--- config.mk ---
export PLATFORM = sky130hd
export DESIGN_NAME = control_store_reader_flat
export DESIGN_NICKNAME = d
export VERILOG_FILES = /design/src/rtl/control_store_reader_if.sv /design/src/rtl/control_store_reader.sv /design/src/flat_wrapper.sv
export SDC_FILE = /design/constraint.sdc
export NUM_CORES = 1
export LEC_CHECK = 0
export CELL_PAD_IN_SITES_DETAIL_PLACEMENT = 1
export CELL_PAD_IN_SITES_GLOBAL_PLACEMENT = 2
export CORE_UTILIZATION = 33
export CTS_CLUSTER_SIZE = 30
export DETAILED_ROUTE_END_ITERATION = 10
export HOLD_SLACK_MARGIN = 0.05
export MAX_ROUTING_LAYER = met4
export PLACE_DENSITY = 0.9
export SYNTH_ARGS = -nofsm -noshare
export SYNTH_HDL_FRONTEND = slang
export SYNTH_SLANG_ARGS = --single-unit
--- constraint.sdc ---
create_clock -name clk -period 2.61 [get_ports clk]
set_input_delay 0.522 -clock clk [delete_from_list [all_inputs] [get_ports clk]]
set_output_delay 0.522 -clock clk [all_outputs]
set_load 0.02 [all_outputs]
--- src/rtl/control_store_reader_if.sv ---
// control_store_reader_if
//   Bundles the instruction handshake, control store port and control word
//   output of control_store_reader.
//   slave  : the reader (receives inst/cs_bits/cw_ready, drives the rest)
//   master : the environment around it (instruction source, control store
//            ROM, downstream consumer)
//   Signals:
//     inst[15:0], inst_valid, inst_ready  instruction handshake
//     flush                               discard in-flight/buffered words
//     cs_addr[5:0], cs_bits[22:0]         control store read port
//     cw[22:0], cw_inst[15:0], cw_valid,
//     cw_ready                            control word output handshake
//     cw_illegal                          only with CS_ILLEGAL_TRAP_EN defined
interface control_store_reader_if;
    logic [15:0] inst;
    logic        inst_valid;
    logic        inst_ready;
    logic        flush;
    logic [5:0]  cs_addr;
    logic [22:0] cs_bits;
    logic [22:0] cw;
    logic [15:0] cw_inst;
    logic        cw_valid;
    logic        cw_ready;
`ifdef CS_ILLEGAL_TRAP_EN
    logic        cw_illegal;

    modport slave (
        input  inst, inst_valid, flush, cs_bits, cw_ready,
        output inst_ready, cs_addr, cw, cw_inst, cw_valid, cw_illegal
    );
    modport master (
        output inst, inst_valid, flush, cs_bits, cw_ready,
        input  inst_ready, cs_addr, cw, cw_inst, cw_valid, cw_illegal
    );
`else
    modport slave (
        input  inst, inst_valid, flush, cs_bits, cw_ready,
        output inst_ready, cs_addr, cw, cw_inst, cw_valid
    );
    modport master (
        output inst, inst_valid, flush, cs_bits, cw_ready,
        input  inst_ready, cs_addr, cw, cw_inst, cw_valid
    );
`endif
endinterface

--- src/rtl/control_store_reader.sv ---
// control_store_reader
//   Decodes a 16-bit instruction into a control store address, waits one
//   cycle for the synchronous control store to return the word, and queues
//   {control word, instruction} pairs in a 3-entry FIFO for downstream.
//   Optional feature macro: CS_ILLEGAL_TRAP_EN -- adds cw_illegal, flagging
//   an all-zero control word at the FIFO head.
//   Ports:
//     clk    : clock, rising edge
//     rst_n  : synchronous active-low reset
//     bus    : control_store_reader_if.slave (instruction handshake, flush,
//              control store port, control word output)
module control_store_reader (
    input  logic                         clk,
    input  logic                         rst_n,
    control_store_reader_if.slave        bus
);
    localparam int DEPTH = 3;

    typedef enum logic [1:0] {
        EMPTY   = 2'd0,
        PARTIAL = 2'd1,
        FULL    = 2'd2
    } fifo_state_e;

    typedef struct packed {
        logic [22:0] cw;
        logic [15:0] inst;
    } entry_t;

    fifo_state_e state_q, state_d;
    logic        s1_valid_q, s1_valid_d;
    logic [15:0] s1_inst_q, s1_inst_d;
    logic [1:0]  count_q, count_d;
    logic [1:0]  wr_ptr_q, wr_ptr_d;
    logic [1:0]  rd_ptr_q, rd_ptr_d;
    entry_t      mem_q [DEPTH];
    entry_t      mem_d [DEPTH];

    logic        accept;
    logic        push;
    logic        pop;
    logic        cw_valid;
    logic [2:0]  occupancy;
    entry_t      head;

    function automatic logic [1:0] ptr_inc(input logic [1:0] p);
        return (p == 2'd2) ? 2'd0 : p + 2'd1;
    endfunction

    // Address decode is purely combinational off inst; the control store
    // samples it on the accepting edge.
    assign bus.cs_addr = {bus.inst[15:12], bus.inst[11], bus.inst[5]};

    // Count the word in flight through the control store as occupied, so a
    // push never needs a room check. rst_n is folded in so inst_ready is
    // low for the whole reset cycle, not just after the reset edge.
    assign occupancy      = {1'b0, count_q} + {2'b0, s1_valid_q};
    assign bus.inst_ready = rst_n & ~bus.flush & (occupancy < 3'd3);

    assign accept = bus.inst_valid & bus.inst_ready;
    assign push   = s1_valid_q;
    assign pop    = cw_valid & bus.cw_ready;

    // Datapath next-state: stage 1 register, FIFO storage, pointers, count.
    always_comb begin
        s1_valid_d = accept;
        s1_inst_d  = accept ? bus.inst : s1_inst_q;
        count_d    = count_q;
        wr_ptr_d   = wr_ptr_q;
        rd_ptr_d   = rd_ptr_q;
        for (int i = 0; i < DEPTH; i++) mem_d[i] = mem_q[i];

        if (bus.flush) begin
            // flush wins over any push/pop on the same edge
            s1_valid_d = 1'b0;
            count_d    = 2'd0;
            wr_ptr_d   = 2'd0;
            rd_ptr_d   = 2'd0;
        end else begin
            if (push) begin
                mem_d[wr_ptr_q] = {bus.cs_bits, s1_inst_q};
                wr_ptr_d        = ptr_inc(wr_ptr_q);
            end
            if (pop) rd_ptr_d = ptr_inc(rd_ptr_q);
            case ({push, pop})
                2'b10:   count_d = count_q + 2'd1;
                2'b01:   count_d = count_q - 2'd1;
                default: count_d = count_q;
            endcase
        end
    end

    always_ff @(posedge clk) begin
        if (!rst_n) begin
            s1_valid_q <= 1'b0;
            s1_inst_q  <= '0;
            count_q    <= '0;
            wr_ptr_q   <= '0;
            rd_ptr_q   <= '0;
            for (int i = 0; i < DEPTH; i++) mem_q[i] <= '0;
        end else begin
            s1_valid_q <= s1_valid_d;
            s1_inst_q  <= s1_inst_d;
            count_q    <= count_d;
            wr_ptr_q   <= wr_ptr_d;
            rd_ptr_q   <= rd_ptr_d;
            for (int i = 0; i < DEPTH; i++) mem_q[i] <= mem_d[i];
        end
    end

    // FIFO occupancy FSM: state register
    always_ff @(posedge clk) begin
        if (!rst_n) state_q <= EMPTY;
        else        state_q <= state_d;
    end

    // FIFO occupancy FSM: next state. Pop only happens when non-empty, and
    // push into FULL is prevented by inst_ready.
    always_comb begin
        state_d = state_q;
        if (bus.flush) begin
            state_d = EMPTY;
        end else begin
            case (state_q)
                EMPTY:   if (push) state_d = PARTIAL;
                PARTIAL: begin
                    if (push && !pop && count_q == 2'd2)      state_d = FULL;
                    else if (pop && !push && count_q == 2'd1) state_d = EMPTY;
                end
                FULL:    if (pop && !push) state_d = PARTIAL;
                default: state_d = EMPTY;
            endcase
        end
    end

    // FIFO occupancy FSM: outputs. Head data is zeroed when nothing valid.
    always_comb begin
        cw_valid    = rst_n & (state_q != EMPTY);
        head        = cw_valid ? mem_q[rd_ptr_q] : '0;
        bus.cw_valid = cw_valid;
        bus.cw       = head.cw;
        bus.cw_inst  = head.inst;
`ifdef CS_ILLEGAL_TRAP_EN
        bus.cw_illegal = cw_valid & (head.cw == 23'b0);
`endif
    end

endmodule
--- src/flat_wrapper.sv ---
// flat-port wrapper written by rule: the top's interface ports become plain ports
module control_store_reader_flat 
  (clk, rst_n, bus_inst, bus_inst_valid, bus_flush, bus_cs_bits, bus_cw_ready, bus_inst_ready, bus_cs_addr, bus_cw, bus_cw_inst, bus_cw_valid);
  control_store_reader_if bus_i ();
  input  logic clk;
  input  logic rst_n;
  input wire logic [$bits(bus_i.inst)-1:0] bus_inst;
  input wire logic [$bits(bus_i.inst_valid)-1:0] bus_inst_valid;
  input wire logic [$bits(bus_i.flush)-1:0] bus_flush;
  input wire logic [$bits(bus_i.cs_bits)-1:0] bus_cs_bits;
  input wire logic [$bits(bus_i.cw_ready)-1:0] bus_cw_ready;
  output wire logic [$bits(bus_i.inst_ready)-1:0] bus_inst_ready;
  output wire logic [$bits(bus_i.cs_addr)-1:0] bus_cs_addr;
  output wire logic [$bits(bus_i.cw)-1:0] bus_cw;
  output wire logic [$bits(bus_i.cw_inst)-1:0] bus_cw_inst;
  output wire logic [$bits(bus_i.cw_valid)-1:0] bus_cw_valid;
  assign bus_i.inst = bus_inst;
  assign bus_i.inst_valid = bus_inst_valid;
  assign bus_i.flush = bus_flush;
  assign bus_i.cs_bits = bus_cs_bits;
  assign bus_i.cw_ready = bus_cw_ready;
  assign bus_inst_ready = bus_i.inst_ready;
  assign bus_cs_addr = bus_i.cs_addr;
  assign bus_cw = bus_i.cw;
  assign bus_cw_inst = bus_i.cw_inst;
  assign bus_cw_valid = bus_i.cw_valid;
  control_store_reader u_core (.clk(clk), .rst_n(rst_n), .bus(bus_i));
endmodule
# ---- Word-level counts from Yosys, hierarchy flattened
# Memory sizes are Yosys's and may differ from the RTL's. A register that Yosys moved wholly into a read port is not among the register bits.
# Index checks and enable logic that the tools add are counted.
dict set report totals {
  register_bits 25
  ram_bits 117
  input_bits 44
  output_inout_bits 47
  elab_cells 70
  mem_count 1
}
dict set report op_classes {
  addsub 5
  n_lt_le_gt_ge 3
  eq_ne 11
  muxes 21
  bitwise 11
  n_reduce_logical 12
}
# name words word_bits read_ports rd_clocked_by_memory_dff wr line
set mem_list {}
lappend mem_list {u_core.mem_q 3 39 4 1 3 control_store_reader.sv:36} ;# entry_t mem_q [DEPTH];
# cell count
set op_table {}
lappend op_table {{$mux 117} 2}
lappend op_table {{$mux 39} 5}
lappend op_table {{$bwmux 117} 1}
lappend op_table {{$demux 39 s2} 1}
lappend op_table {{$mux 2} 8}
lappend op_table {{$eq 2x2->1 const B} 5}
lappend op_table {{$add 2x1->2 const B} 3}
lappend op_table {{$eq 2x1->1 const B} 3}
lappend op_table {{$pmux 2 s3} 1}
lappend op_table {{$and 1x1->1} 5}
lappend op_table {{$logic_and 1x1->1} 5}
lappend op_table {{$ne 2x1->1 const B} 2}
lappend op_table {{$pmux 2 s2} 1}
lappend op_table {{$reduce_bool 2->1} 2}
lappend op_table {{$add 2x1->3} 1}
lappend op_table {{$ge 3x3->1 const B} 1}
lappend op_table {{$lt 3x1->1 const B} 1}
lappend op_table {{$lt 3x2->1 const B} 1}
lappend op_table {{$ne 3x1->1 const B} 1}
lappend op_table {{$not 2->3} 1}
lappend op_table {{$or 1x1->1} 3}
lappend op_table {{$reduce_and 3->1} 1}
lappend op_table {{$logic_not 1->1} 2}
lappend op_table {{$logic_not 2->1} 1}
lappend op_table {{other kinds (4)} 6}

# ---- Longest topological paths before layout
# Gate-level depths: netlist of run 1.
dict set report logic_depth {
  ltp_word 9
  mapped_depth 7
  ltp_nobuf 6
}

# ---- Worst setup path before layout of run 1
# Ideal clock, no wire load.
dict set report synth_timing {
  path_type {flip-flop to output port}
  from {register u_core.s1_valid_q (netlist: u_core.push)}
  to {output bus_inst_ready}
  arrival_time_ns 1.794
  required_time_ns 2.088
  setup_slack_ns 0.294
  path_stages_with_launch 6
  cell_sequence {dfxtp_1 ha_1 ha_1 a21oi_1 clkbuf_1 and2_1}
}
dict set report synth_via {
  elab_chain_len 3
}
# element line
set synth_rtl {}
lappend synth_rtl {{start, declared} control_store_reader.sv:31} ;# logic s1_valid_q, s1_valid_d;
lappend synth_rtl {{start signal, assigned} control_store_reader.sv:102} ;# s1_valid_q <= s1_valid_d;
lappend synth_rtl {{$add 2x1->3} control_store_reader.sv:57} ;# assign occupancy = {1'b0, count_q} + {2'b0, s1_valid_q};
lappend synth_rtl {{$lt 3x2->1} control_store_reader.sv:58} ;# assign bus.inst_ready = rst_n & ~bus.flush & (occupancy < 3'd3);
lappend synth_rtl {{$and 1x1->1} control_store_reader.sv:58}
lappend synth_rtl {{end, declared} flat_wrapper.sv:12} ;# output wire logic [$bits(bus_i.inst_ready)-1:0] bus_inst_ready;
# Every way passes these cells.

==> impl_metrics.py, run 1 <==
metrics = {
    "status": {
        "outcome": "completed",
    },
    "global_route": {
        "grt_usage_pct": 19.1,
        "grt-ovfl-total": 0,
        "wire_length_of_the_first_global_routing_pass_mm": 28.7,
        "antenna_found_initial": 0,
        "first_global_vias": 5483,
        "grt_max_degree": 86,
    },
    "floorplan": {
        "fp.dieH_um": 141,
        "floorplan.initialDensity_pct": 34.0,
        "die-area_um2": 20000,
        "core_region_area_um2": 18900,
        "die_width_um": 141,
        "placementRows": 50,
        "io_count": 91,
    },
    "power_and_ir_drop": {
        "p_switching_mw": 1.09,
        "pwr_density_cell_nw_per_um2": 627,
        "clockPowerShare_pct": 52.0,
        "finalPower_mw": 5.23,
        "p_int_mw": 4.15,
        "share_comb_of_total_power_pct": 5.1,
        "p_leak_nw": 3.09,
        "power_frac_seq_pct": 42.8,
        "peakVddDrop_mv": 0.424,
        "power.switching_fraction_pct": 20.8,
    },
    "timing": {
        "timing.hold.ws_ns": 0.450,
        "setup_ws_ns": 0.0953,
        "min_period_over_period_pct": 96.3,
        "final-max-slew-violation-count": 0,
        "number_of_failing_setup_endpoints_in_the_final_timing_report": 0,
        "finClkSkew_ns": 0.00560,
        "setup_total_negative_slack_ns": 0,
        "hold_viol_final": 0,
        "fmax_ghz": 0.398,
        "clock_period_minus_worst_slack_ns": 2.51,
        "worst-slew-pin-transition_ns": 0.776,
        "max-slew-margin-rel_pct": 48.3,
        "grt_setup_unrepaired": "true",
    },
    "logic_synthesis": {
        "synth.cell_area_um2": 6420,
        "synth_compound_area_share_pct": 14.7,
        "synth_common_cells": "sky130_fd_sc_hd__nand2_1 (197), sky130_fd_sc_hd__dfxtp_1 (144), sky130_fd_sc_hd__a21boi_1 (78)",
        "muxShareOfSynthArea_pct": 13.1,
        "netlist.top_cell.by_area": "sky130_fd_sc_hd__dfxtp_1",
        "synth.avg_cell_area_um2": 8.44,
        "synthesis.nets": 811,
        "count_of_yosys_warnings_during_synthesis": 0,
        "synth_xor_xnor_area_share_pct": 0.273,
        "post-synth-top-area-fraction_pct": 44.9,
        "edff_count_synth": 0,
        "count_of_mapped_cells_out_of_synthesis": 761,
        "largest_family_of_logic_cells_by_synthesized_area": "simple AND/OR/NAND/NOR gates",
        "asyncSetResetFlopFracSynth_pct": 0,
        "yosys.area_share.simple_pct": 20.7,
        "synthAdderAreaFrac_pct": 1.17,
        "postSynthRegisterBits": 144,
        "seq_area_frac_synth_pct": 44.9,
        "flip_flop_cell_with_the_highest_count_after_synthesis": "sky130_fd_sc_hd__dfxtp_1",
        "post_synth_main_area_contributors": "sky130_fd_sc_hd__dfxtp_1 (45%), sky130_fd_sc_hd__nand2_1 (12%), sky130_fd_sc_hd__a21boi_1 (9.1%)",
        "yosysMostFrequentCell": "sky130_fd_sc_hd__nand2_1",
        "synth_cell_types": 39,
    },
    "placed_design": {
        "place_inst": 1066,
        "place_worst_setup_slack_ns": 0.0933,
        "numPortBuffers": 90,
        "placed_area_um2": 7650,
        "detail_placement_hpwl_mm": 10.7,
        "gpl.final_weighted_congestion": 0.740,
    },
    "setup_path": {
        "cp_max_fo": 15,
        "critical_path_arrival_ns": 1.99,
        "setup.worst_path.class": "flop to output port",
        "timing.critical_path.from_type": "flop",
        "worst_ep_required_time_ns": 2.09,
        "cp-end-kind": "output port",
    },
    "detailed_routing": {
        "totalWireLength_mm": 17.6,
        "viasPerCell": 4.90,
        "drt_first_iter_violations": 256,
        "route.detailed.drc": 0,
        "route.vias.total": 5403,
        "routed_length_per_instance_um": 16.0,
        "drt.antenna.violating_nets": 0,
        "drt-pass1-iter-count": 4,
    },
    "finish": {
        "seq_area_um2": 2890,
        "final_net_count": 879,
        "layout.core_utilization_pct": 44.2,
        "footprint_of_the_multi_input_gates_um2": 3250,
        "antenna_cells_inserted": 0,
        "area_growth_syn_to_layout_pct": 30.1,
        "post_route_cells_drive_above_1_share_pct": 12.0,
        "number_of_non_filler_instances_in_the_completed_layout": 1102,
        "post-route-cell-area_um2": 8350,
        "fillCellCount": 2209,
    },
    "clock_tree": {
        "maximum_count_of_clock_buffers_along_a_single_path": 2,
        "clk_lat_worst_skew_ns": 0.42,
        "cts_root_buf": "sky130_fd_sc_hd__clkbuf_16",
        "clk_pin_slew_worst_paths_ns": 0.06,
        "cts_buffers": 17,
        "tritoncts": "done",
        "htree_levels": 4,
        "cts_sinks": 144,
    },
    "hold_path": {
        "hold_path_class": "flop to flop",
    },
    "run": {
        "max_cap_violations": 0,
    },
}
-- cell usage in the layout, fill, tap and decap left out, drive strengths merged, types with 2 or more instances in the layout --
| cell | n |
|---|---|
| nand2 | 197 |
| a21boi | 78 |
| bufinv | 5 |
| nor2 | 42 |
| mux2i | 40 |
| dlymetal6s2s | 6 |
| o21ai | 56 |
| buf | 28 |
| clkinvlp | 2 |
| nand3 | 39 |
| inv | 5 |
| ha | 6 |
| clkinv | 3 |
| nor2b | 2 |
| a21oi | 6 |
| dfxtp | 144 |
| clkbuf | 23 |
| nor4b | 2 |
| nand4bb | 2 |
| mux2 | 39 |
| clkdlybuf4s50 | 49 |
| nand4 | 16 |
| a31o | 2 |
| a211oi | 2 |
| dlygate4sd2 | 34 |
-- registers in the layout, summed over array words and instances, names as in the netlist, named ones only --
| name | cells |
|---|---|
| u_core.rd_ptr_q | 2 |
| u_core.wr_ptr_q | 2 |
| u_core.mem_q | 117 |
| u_core.count_q | 2 |
| u_core.s1_inst_q | 16 |
| u_core.state_q | 2 |
| u_core.push | 1 |
-- area by class of cell --
cell class | instances | area share (%)
Clock buffer | 22 | 5.80
Inverter | 5 | 0.225
Clock inverter | 10 | 2.16
Tap cell | 260 | 3.90
Timing Repair Buffer | 118 | 14.4
Sequential cell | 144 | 34.6
Multi-Input combinational cell | 543 | 39.0
-- per-layer routing --
metal,vias up,share of wire [%],routed length (um),global-route usage (%)
li1,2713,-,-,-
met4,0,0.88,155,5.21
met5,-,0,0,-
met3,14,3.6,625,4.12
met2,84,48,8420,31.4
met1,2592,48,8400,23.7
-- power by group through the flow --
stage	Sequential [mW]	Clock, mW	Combinational, mW
floorplan	2.28	0	0.137
global placement	2.29	0	0.268
detailed placement	2.29	0	0.270
CTS	2.24	2.77	0.273
global route	2.24	2.88	0.294
finish	2.24	2.72	0.269
-- final timing paths --
path                            slack [ns]                        startpoint                               end  cells past startpoint
worst max register to register        0.64    u_core.state_q[0]$_SDFFE_PP0P_    u_core.state_q[1]$_SDFFE_PP0P_                      5
worst max-delay path                   0.1                              flop                   bus_cw_inst[10]                      5
worst min-delay path                  0.45  u_core.mem_q[0][19]$_SDFFE_PN0P_  u_core.mem_q[0][19]$_SDFFE_PN0P_                      2
worst min register to register        0.45  u_core.mem_q[0][19]$_SDFFE_PN0P_  u_core.mem_q[0][19]$_SDFFE_PN0P_                      2
-- logic make-up after synthesis --
logic type / after synthesis
AND/OR/NAND/NOR: 310
buffers and inverters: 74
flip-flops: 144
multiplexers: 79
adder cells (fa/ha/maj): 6
AO/OA/AOI/OAI: 146
XOR/XNOR: 2
-- timing repair --
| action | 4_1_cts | 5_1_grt |
|---|---|---|
| gates resized for setup | 36 | 7 |
| hold buffers | 0 | 0 |
| setup buffers | 3 | 0 |
| endpoints found under the setup margin | 41 | 7 |
| gates cloned | 0 | 1 |
| pin swaps | 1 | 0 |
-- critical path: stages, from the launching register on --
cell,delay [ns]
sky130_fd_sc_hd__dfxtp_2,0.41
sky130_fd_sc_hd__buf_12,0.19
sky130_fd_sc_hd__mux2_2,0.35
sky130_fd_sc_hd__mux2i_2,0.23
sky130_fd_sc_hd__nor2_1,0.06
sky130_fd_sc_hd__dlygate4sd2_1,0.32
Note: power is estimated with default switching activity, not from simulation.
==> run 2: changes to the inputs <==
Settings changed: SLEW_MARGIN set to 20.
Clock period 2.61 ns to 2.67 ns, I/O delays scaled along.
==> run 2 against run 1 <==
  * Clock skew increased by 0.0010 ns
  * Worst hold slack got worse by 0.0017 ns
  * Total power decreased by 1.6%
  * Sequential power decreased by 2%
  * Non-clock buffer count decreased by 3
  * Routed wire length decreased by 1.3%
  * Design area increased by 0.70%
  * Clock-buffer cell count decreased by 1
  * Sequential cell count unchanged
  * Cell count decreased by 0.27%
  * Register-to-register slack improved by 0.08 ns
  * Highest routed layer unchanged
==> impl_metrics.py, run 2 (synthesis results as in run 1) <==
metrics = {
    "setup_path": {
        "worst_path_max_delay_cell": "sky130_fd_sc_hd__clkdlybuf4s50_1",
        "critPathBufInv": 2,
        "cp-end-kind": "output port",
        "critical_path.cell_chain": "buf_12 -> mux2_2 -> mux2i_1 -> nor2_1 -> clkdlybuf4s50_1",
        "timing.reg2reg.setup_slack_ns": 0.72,
        "worst_ep_required_time_ns": 2.14,
        "setup.worst_path.class": "flop to output port",
        "critical_path.max_stage_delay_ns": 0.53,
        "rr_worst_depth": 7,
        "cp_max_fo": 13,
        "critical_path.reg2reg.startpoint": "u_core.count_q[0]$_SDFFE_PP0P_",
        "timing.critical_path.from_type": "flop",
        "critical_path_arrival_ns": 2.07,
        "critical_path.reg2reg.endpoint": "u_core.s1_inst_q[1]$_SDFFE_PN0P_",
        "worst_path_dominant_cell_family": "buffers and inverters",
    },
    "timing": {
        "final-max-slew-violation-count": 0,
        "max-slew-margin-rel_pct": 41.7,
        "hold_viol_final": 0,
        "timing.hold.ws_ns": 0.449,
        "min_period_over_period_pct": 97.5,
        "number_of_failing_setup_endpoints_in_the_final_timing_report": 0,
        "finClkSkew_ns": 0.00660,
        "clock_period_minus_worst_slack_ns": 2.60,
        "worst-slew-pin-transition_ns": 0.874,
        "fmax_ghz": 0.384,
        "setup_ws_ns": 0.0662,
        "grt_setup_unrepaired": "false",
        "setup_total_negative_slack_ns": 0,
    },
    "finish": {
        "area_growth_syn_to_layout_pct": 31.0,
        "post-route-cell-area_um2": 8410,
        "fillCellCount": 2199,
        "largest_register_ffs": 117,
        "mostFrequentLayoutCells": "sky130_fd_sc_hd__nand2_1 (197), sky130_fd_sc_hd__dfxtp_1 (142), sky130_fd_sc_hd__a21boi_1 (78)",
        "reg_top3": "u_core.mem_q x117, u_core.s1_inst_q x16",
        "final_net_count": 876,
        "post_route_cells_drive_above_1_share_pct": 11.4,
        "antenna_cells_inserted": 0,
        "mostFrequentLayoutCell": "sky130_fd_sc_hd__nand2_1",
        "largest_register": "u_core.mem_q",
    },
    "clock_tree": {
        "htree_levels": 4,
        "clk_pin_slew_worst_paths_ns": 0.06,
        "maximum_count_of_clock_buffers_along_a_single_path": 2,
        "cts_root_buf": "sky130_fd_sc_hd__clkbuf_16",
        "cts-hold-fix-buffers": 0,
        "tritoncts": "done",
        "cts_buffers": 17,
        "cts_sinks": 144,
        "clk_lat_worst_skew_ns": 0.42,
    },
    "run": {
        "max_cap_violations": 0,
    },
    "placed_design": {
        "gpl.final_weighted_congestion": 0.700,
        "numPortBuffers": 90,
        "place_worst_setup_slack_ns": 0.168,
        "placed_area_um2": 7680,
        "detail_placement_hpwl_mm": 10.5,
    },
    "power_and_ir_drop": {
        "pwr_density_cell_nw_per_um2": 612,
        "peakVddDrop_mv": 0.483,
        "p_leak_nw": 3.21,
        "finalPower_mw": 5.15,
    },
    "detailed_routing": {
        "drt.antenna.violating_nets": 0,
        "drt_first_iter_violations": 245,
        "totalWireLength_mm": 17.4,
        "routed_length_per_instance_um": 15.8,
        "route.detailed.drc": 0,
        "route.vias.total": 5371,
        "viasPerCell": 4.89,
        "drt-pass1-iter-count": 5,
    },
    "hold_path": {
        "whs_endpoint": "u_core.mem_q[0][35]$_SDFFE_PN0P_",
        "hp-start": "u_core.mem_q[0][35]$_SDFFE_PN0P_",
        "min_path_cells": 2,
        "hold_path_class": "flop to flop",
    },
    "status": {
        "outcome": "completed",
    },
    "floorplan": {
        "fp.dieH_um": 141,
        "placementRows": 50,
        "core_region_area_um2": 18900,
        "floorplan.initialDensity_pct": 34.0,
        "die_width_um": 141,
        "io_count": 91,
        "die-area_um2": 20000,
    },
    "global_route": {
        "grt-ovfl-total": 0,
        "first_global_vias": 5440,
        "grt_usage_pct": 18.8,
        "antenna_found_initial": 0,
        "grt_max_degree": 97,
        "wire_length_of_the_first_global_routing_pass_mm": 28.2,
    },
}
run 2: worst register-to-register path, stage by stage, from the launching register on:
cell,delay (ns)
sky130_fd_sc_hd__dfxtp_1,0.36
sky130_fd_sc_hd__ha_1,0.20
sky130_fd_sc_hd__ha_1,0.26
sky130_fd_sc_hd__a21oi_1,0.17
sky130_fd_sc_hd__buf_4,0.27
sky130_fd_sc_hd__and3_1,0.19
sky130_fd_sc_hd__buf_4,0.26
sky130_fd_sc_hd__o21ai_0,0.12
run 2: worst max path at each step:
| stage | from | depth (start not counted) | to |
|---|---|---|---|
| 6_report | flop | 5 | bus_cw[7] |
| 5_1_grt | flop | 5 | bus_cw[7] |
| 4_1_cts | flop | 5 | bus_cw_inst[6] |
| 3_5_place_dp | bus_flush | 4 | bus_inst_ready |
| 3_3_place_gp | bus_flush | 4 | bus_inst_ready |
| 2_1_floorplan | u_core.push$_SDFF_PP0_ | 5 | bus_inst_ready |
run 2: layout make-up:
type | instances | area [um2] | share of cell area, %
multi-input cells | 543 | 3250 | 38.7
flip-flops and latches | 144 | 2890 | 34.3
repair buffers | 115 | 1250 | 14.9
clock buffers | 21 | 460 | 5.47
well taps | 260 | 325 | 3.87
clock inverters | 11 | 209 | 2.48
inverters | 5 | 18.8 | 0.223
run 2: power by group:
group          internal, mW  total [mW]  switching [mW]
Clock                  1.80        2.69           0.896
Combinational         0.128       0.264           0.136
Sequential             2.17        2.19          0.0173
Total                  4.10        5.15            1.05
run 2: timing repair:
action,4_1_cts,5_1_grt
buffers inserted,2,0
cloned,0,0
resized for setup,19,16
pin swaps,1,0
setup endpoints to repair,41,16
run 2: per-layer routing:
metal  part of all wire (%)  GRT usage (%)  wire length [um]
met1                     48           23.1              8310
met2                     48           31.3              8430
met3                    2.5           3.37               429
met4                    1.2           5.55               208
met5                      0              -                 0
run 2: per-stage QoR:
step / utilization, % / instances
CTS: 44.3 / 1099
detailed placement: 40.6 / 1065
global placement: 40.6 / 1065
global route: 44.5 / 1099
finish: 44.5 / 1099
floorplan: - / 761
==> run 3: changes to the inputs <==
==> constraint.sdc (replaced) <==
create_clock -name clk -period 2.67 [get_ports clk]
set_input_delay 0.534 -clock clk [delete_from_list [all_inputs] [get_ports clk]]
set_output_delay 0.534 -clock clk [all_outputs]
set_load 0.01 [all_outputs]
==> run 3 against run 2 <==
  * Design area is 0.91% lower
  * Total power is 5.0% lower
  * Via count is 1.1% higher
  * Clock skew is 0.0020 ns lower
  * Sequential power hardly changed
  * First-iteration DRC count is 2.9% lower
  * Clock-buffer cell count is 6 higher
  * Cell count stayed put
  * Global-route usage is 0.58 points higher
  * Setup slack better by 0.0015 ns
  * Sequential share of layout area is 0.33 points higher
  * Critical endpoint is now bus_cw_inst[10]
  * Largest power group unchanged
==> impl_metrics.py, run 3 (synthesis results as in run 1) <==
metrics = {
    "floorplan": {
        "core_region_area_um2": 18900,
        "die-area_um2": 20000,
        "die_width_um": 141,
        "floorplan.initialDensity_pct": 34.0,
        "io_count": 91,
        "fp.dieH_um": 141,
        "placementRows": 50,
    },
    "finish": {
        "seq_area_um2": 2890,
        "mostFrequentLayoutCell": "sky130_fd_sc_hd__nand2_1",
        "fillCellCount": 2235,
        "mostFrequentLayoutCells": "sky130_fd_sc_hd__nand2_1 (197), sky130_fd_sc_hd__dfxtp_1 (141), sky130_fd_sc_hd__a21boi_1 (78)",
        "post_route_cells_drive_above_1_share_pct": 11.4,
        "largest_register": "u_core.mem_q",
        "final_net_count": 876,
        "antenna_cells_inserted": 0,
        "footprint_of_the_multi_input_gates_um2": 3270,
        "layout.core_utilization_pct": 44.1,
        "area_growth_syn_to_layout_pct": 29.8,
        "reg_top3": "u_core.mem_q x117, u_core.s1_inst_q x16",
        "largest_register_ffs": 117,
    },
    "detailed_routing": {
        "viasPerCell": 4.94,
        "drt.antenna.violating_nets": 0,
        "drt-pass1-iter-count": 4,
        "drt_first_iter_violations": 238,
        "routed_length_per_instance_um": 16.4,
        "route.detailed.drc": 0,
        "totalWireLength_mm": 18.0,
        "route.vias.total": 5432,
    },
    "hold_path": {
        "whs_endpoint": "u_core.mem_q[0][28]$_SDFFE_PN0P_",
        "hold_path_class": "flop to flop",
        "hp-start": "u_core.mem_q[0][28]$_SDFFE_PN0P_",
        "min_path_cells": 2,
    },
    "global_route": {
        "wire_length_of_the_first_global_routing_pass_mm": 28.6,
        "first_global_vias": 5499,
        "grt-ovfl-total": 0,
        "antenna_found_initial": 0,
        "grt_max_degree": 104,
        "grt_usage_pct": 19.4,
    },
    "placed_design": {
        "numPortBuffers": 90,
        "place_worst_setup_slack_ns": 0.222,
        "gpl.final_weighted_congestion": 0.707,
        "detail_placement_hpwl_mm": 10.3,
    },
    "power_and_ir_drop": {
        "pwr_density_cell_nw_per_um2": 587,
        "p_leak_nw": 3.04,
        "peakVddDrop_mv": 0.430,
        "finalPower_mw": 4.89,
    },
    "setup_path": {
        "worst_ep_required_time_ns": 2.14,
        "critical_path_arrival_ns": 2.07,
        "critical_path.max_stage_delay_ns": 0.51,
        "critical_path.cell_chain": "buf_12 -> mux2_2 -> mux2i_1 -> nor2_1 -> clkdlybuf4s50_1",
        "critical_path.reg2reg.endpoint": "u_core.state_q[1]$_SDFFE_PP0P_",
        "timing.reg2reg.setup_slack_ns": 0.54,
        "critical_path.reg2reg.startpoint": "u_core.state_q[1]$_SDFFE_PP0P_",
        "cp-end-kind": "output port",
        "timing.critical_path.from_type": "flop",
        "rr_worst_depth": 6,
        "worst_path_max_delay_cell": "sky130_fd_sc_hd__clkdlybuf4s50_1",
        "setup.worst_path.class": "flop to output port",
        "cp_max_fo": 13,
    },
    "timing": {
        "final-max-slew-violation-count": 0,
        "finClkSkew_ns": 0.00456,
        "number_of_failing_setup_endpoints_in_the_final_timing_report": 0,
        "min_period_over_period_pct": 97.5,
        "fmax_ghz": 0.384,
        "worst-slew-pin-transition_ns": 0.979,
        "max-slew-margin-rel_pct": 34.7,
        "setup_ws_ns": 0.0677,
        "clock_period_minus_worst_slack_ns": 2.60,
        "grt_setup_unrepaired": "false",
        "hold_viol_final": 0,
    },
    "clock_tree": {
        "maximum_count_of_clock_buffers_along_a_single_path": 2,
        "cts_root_buf": "sky130_fd_sc_hd__clkbuf_16",
        "clk_lat_worst_skew_ns": 0.42,
        "tritoncts": "done",
        "cts_buffers": 17,
        "cts_sinks": 144,
        "clk_pin_slew_worst_paths_ns": 0.06,
        "htree_levels": 4,
        "cts-hold-fix-buffers": 0,
    },
    "run": {
        "max_cap_violations": 0,
    },
    "status": {
        "outcome": "completed",
    },
}
run 3: cell types whose count changed in the layout (fill, tap and decap cells not counted), moves of 4 or more:
cell / before / now
sky130_fd_sc_hd__buf_12: 12 / 8
sky130_fd_sc_hd__dlymetal6s2s_1: 16 / 12
sky130_fd_sc_hd__clkbuf_1: 2 / 6
sky130_fd_sc_hd__clkdlybuf4s50_1: 56 / 69
sky130_fd_sc_hd__dlygate4sd2_1: 17 / 8
run 3: critical path: cells and delay by family (launching register included):
| kind | cells | cell delay (ns) |
|---|---|---|
| buffers and inverters | 2 | 0.67 |
| and+or+nand+nor | 1 | 0.09 |
| muxes | 2 | 0.49 |
| DFF | 1 | 0.40 |
run 3: area by class of cell:
cell class / instances / area share (%)
multi-input cells: 544 / 39.3
flip-flops and latches: 144 / 34.7
repair buffers: 114 / 14.7
clock buffers: 27 / 6.04
well taps: 260 / 3.90
clock inverters: 5 / 1.20
inverters: 5 / 0.225
run 3: repair_timing:
| action | in CTS | in global routing |
|---|---|---|
| buffers inserted | 2 | 0 |
| resized for setup | 12 | 17 |
| endpoints found under the setup margin | 34 | 20 |
| gates cloned | 2 | 0 |
| pin swaps | 1 | 0 |
run 3: worst max path at each step:
stage,start,to
after floorplan,u_core.push$_SDFF_PP0_,bus_inst_ready
after global placement,bus_flush,bus_inst_ready
after detailed placement,bus_flush,bus_inst_ready
after CTS,flop,bus_cw_inst[1]
after global routing,flop,bus_cw_inst[11]
final,flop,bus_cw_inst[10]
run 3: power breakdown:
group / switching (mW) / internal, mW
logic: 0.133 / 0.128
clock network: 0.872 / 1.57
registers: 0.0176 / 2.17
total: 1.02 / 3.87
run 3: routing by layer:
layer	GRT usage, %	wire length (um)	up-vias	part of all wire (%)
li1	-	-	2704	-
met3	4.69	601	16	3.3
met1	22.4	8190	2623	45
met5	-	0	-	0
met4	5.32	173	0	0.96
met2	33.4	9060	89	50
run 3: per-stage QoR:
step	cell area, um2	TNS [ns]	instances	hold slack (ns)
3_5_place_dp	7620	0	1063	0.445
2_1_floorplan	6420	0	761	0.431
4_1_cts	8290	-0.0246	1099	0.453
6_report	8330	0	1099	0.450
3_3_place_gp	7620	0	1063	0.438
5_1_grt	8330	0	1099	0.465
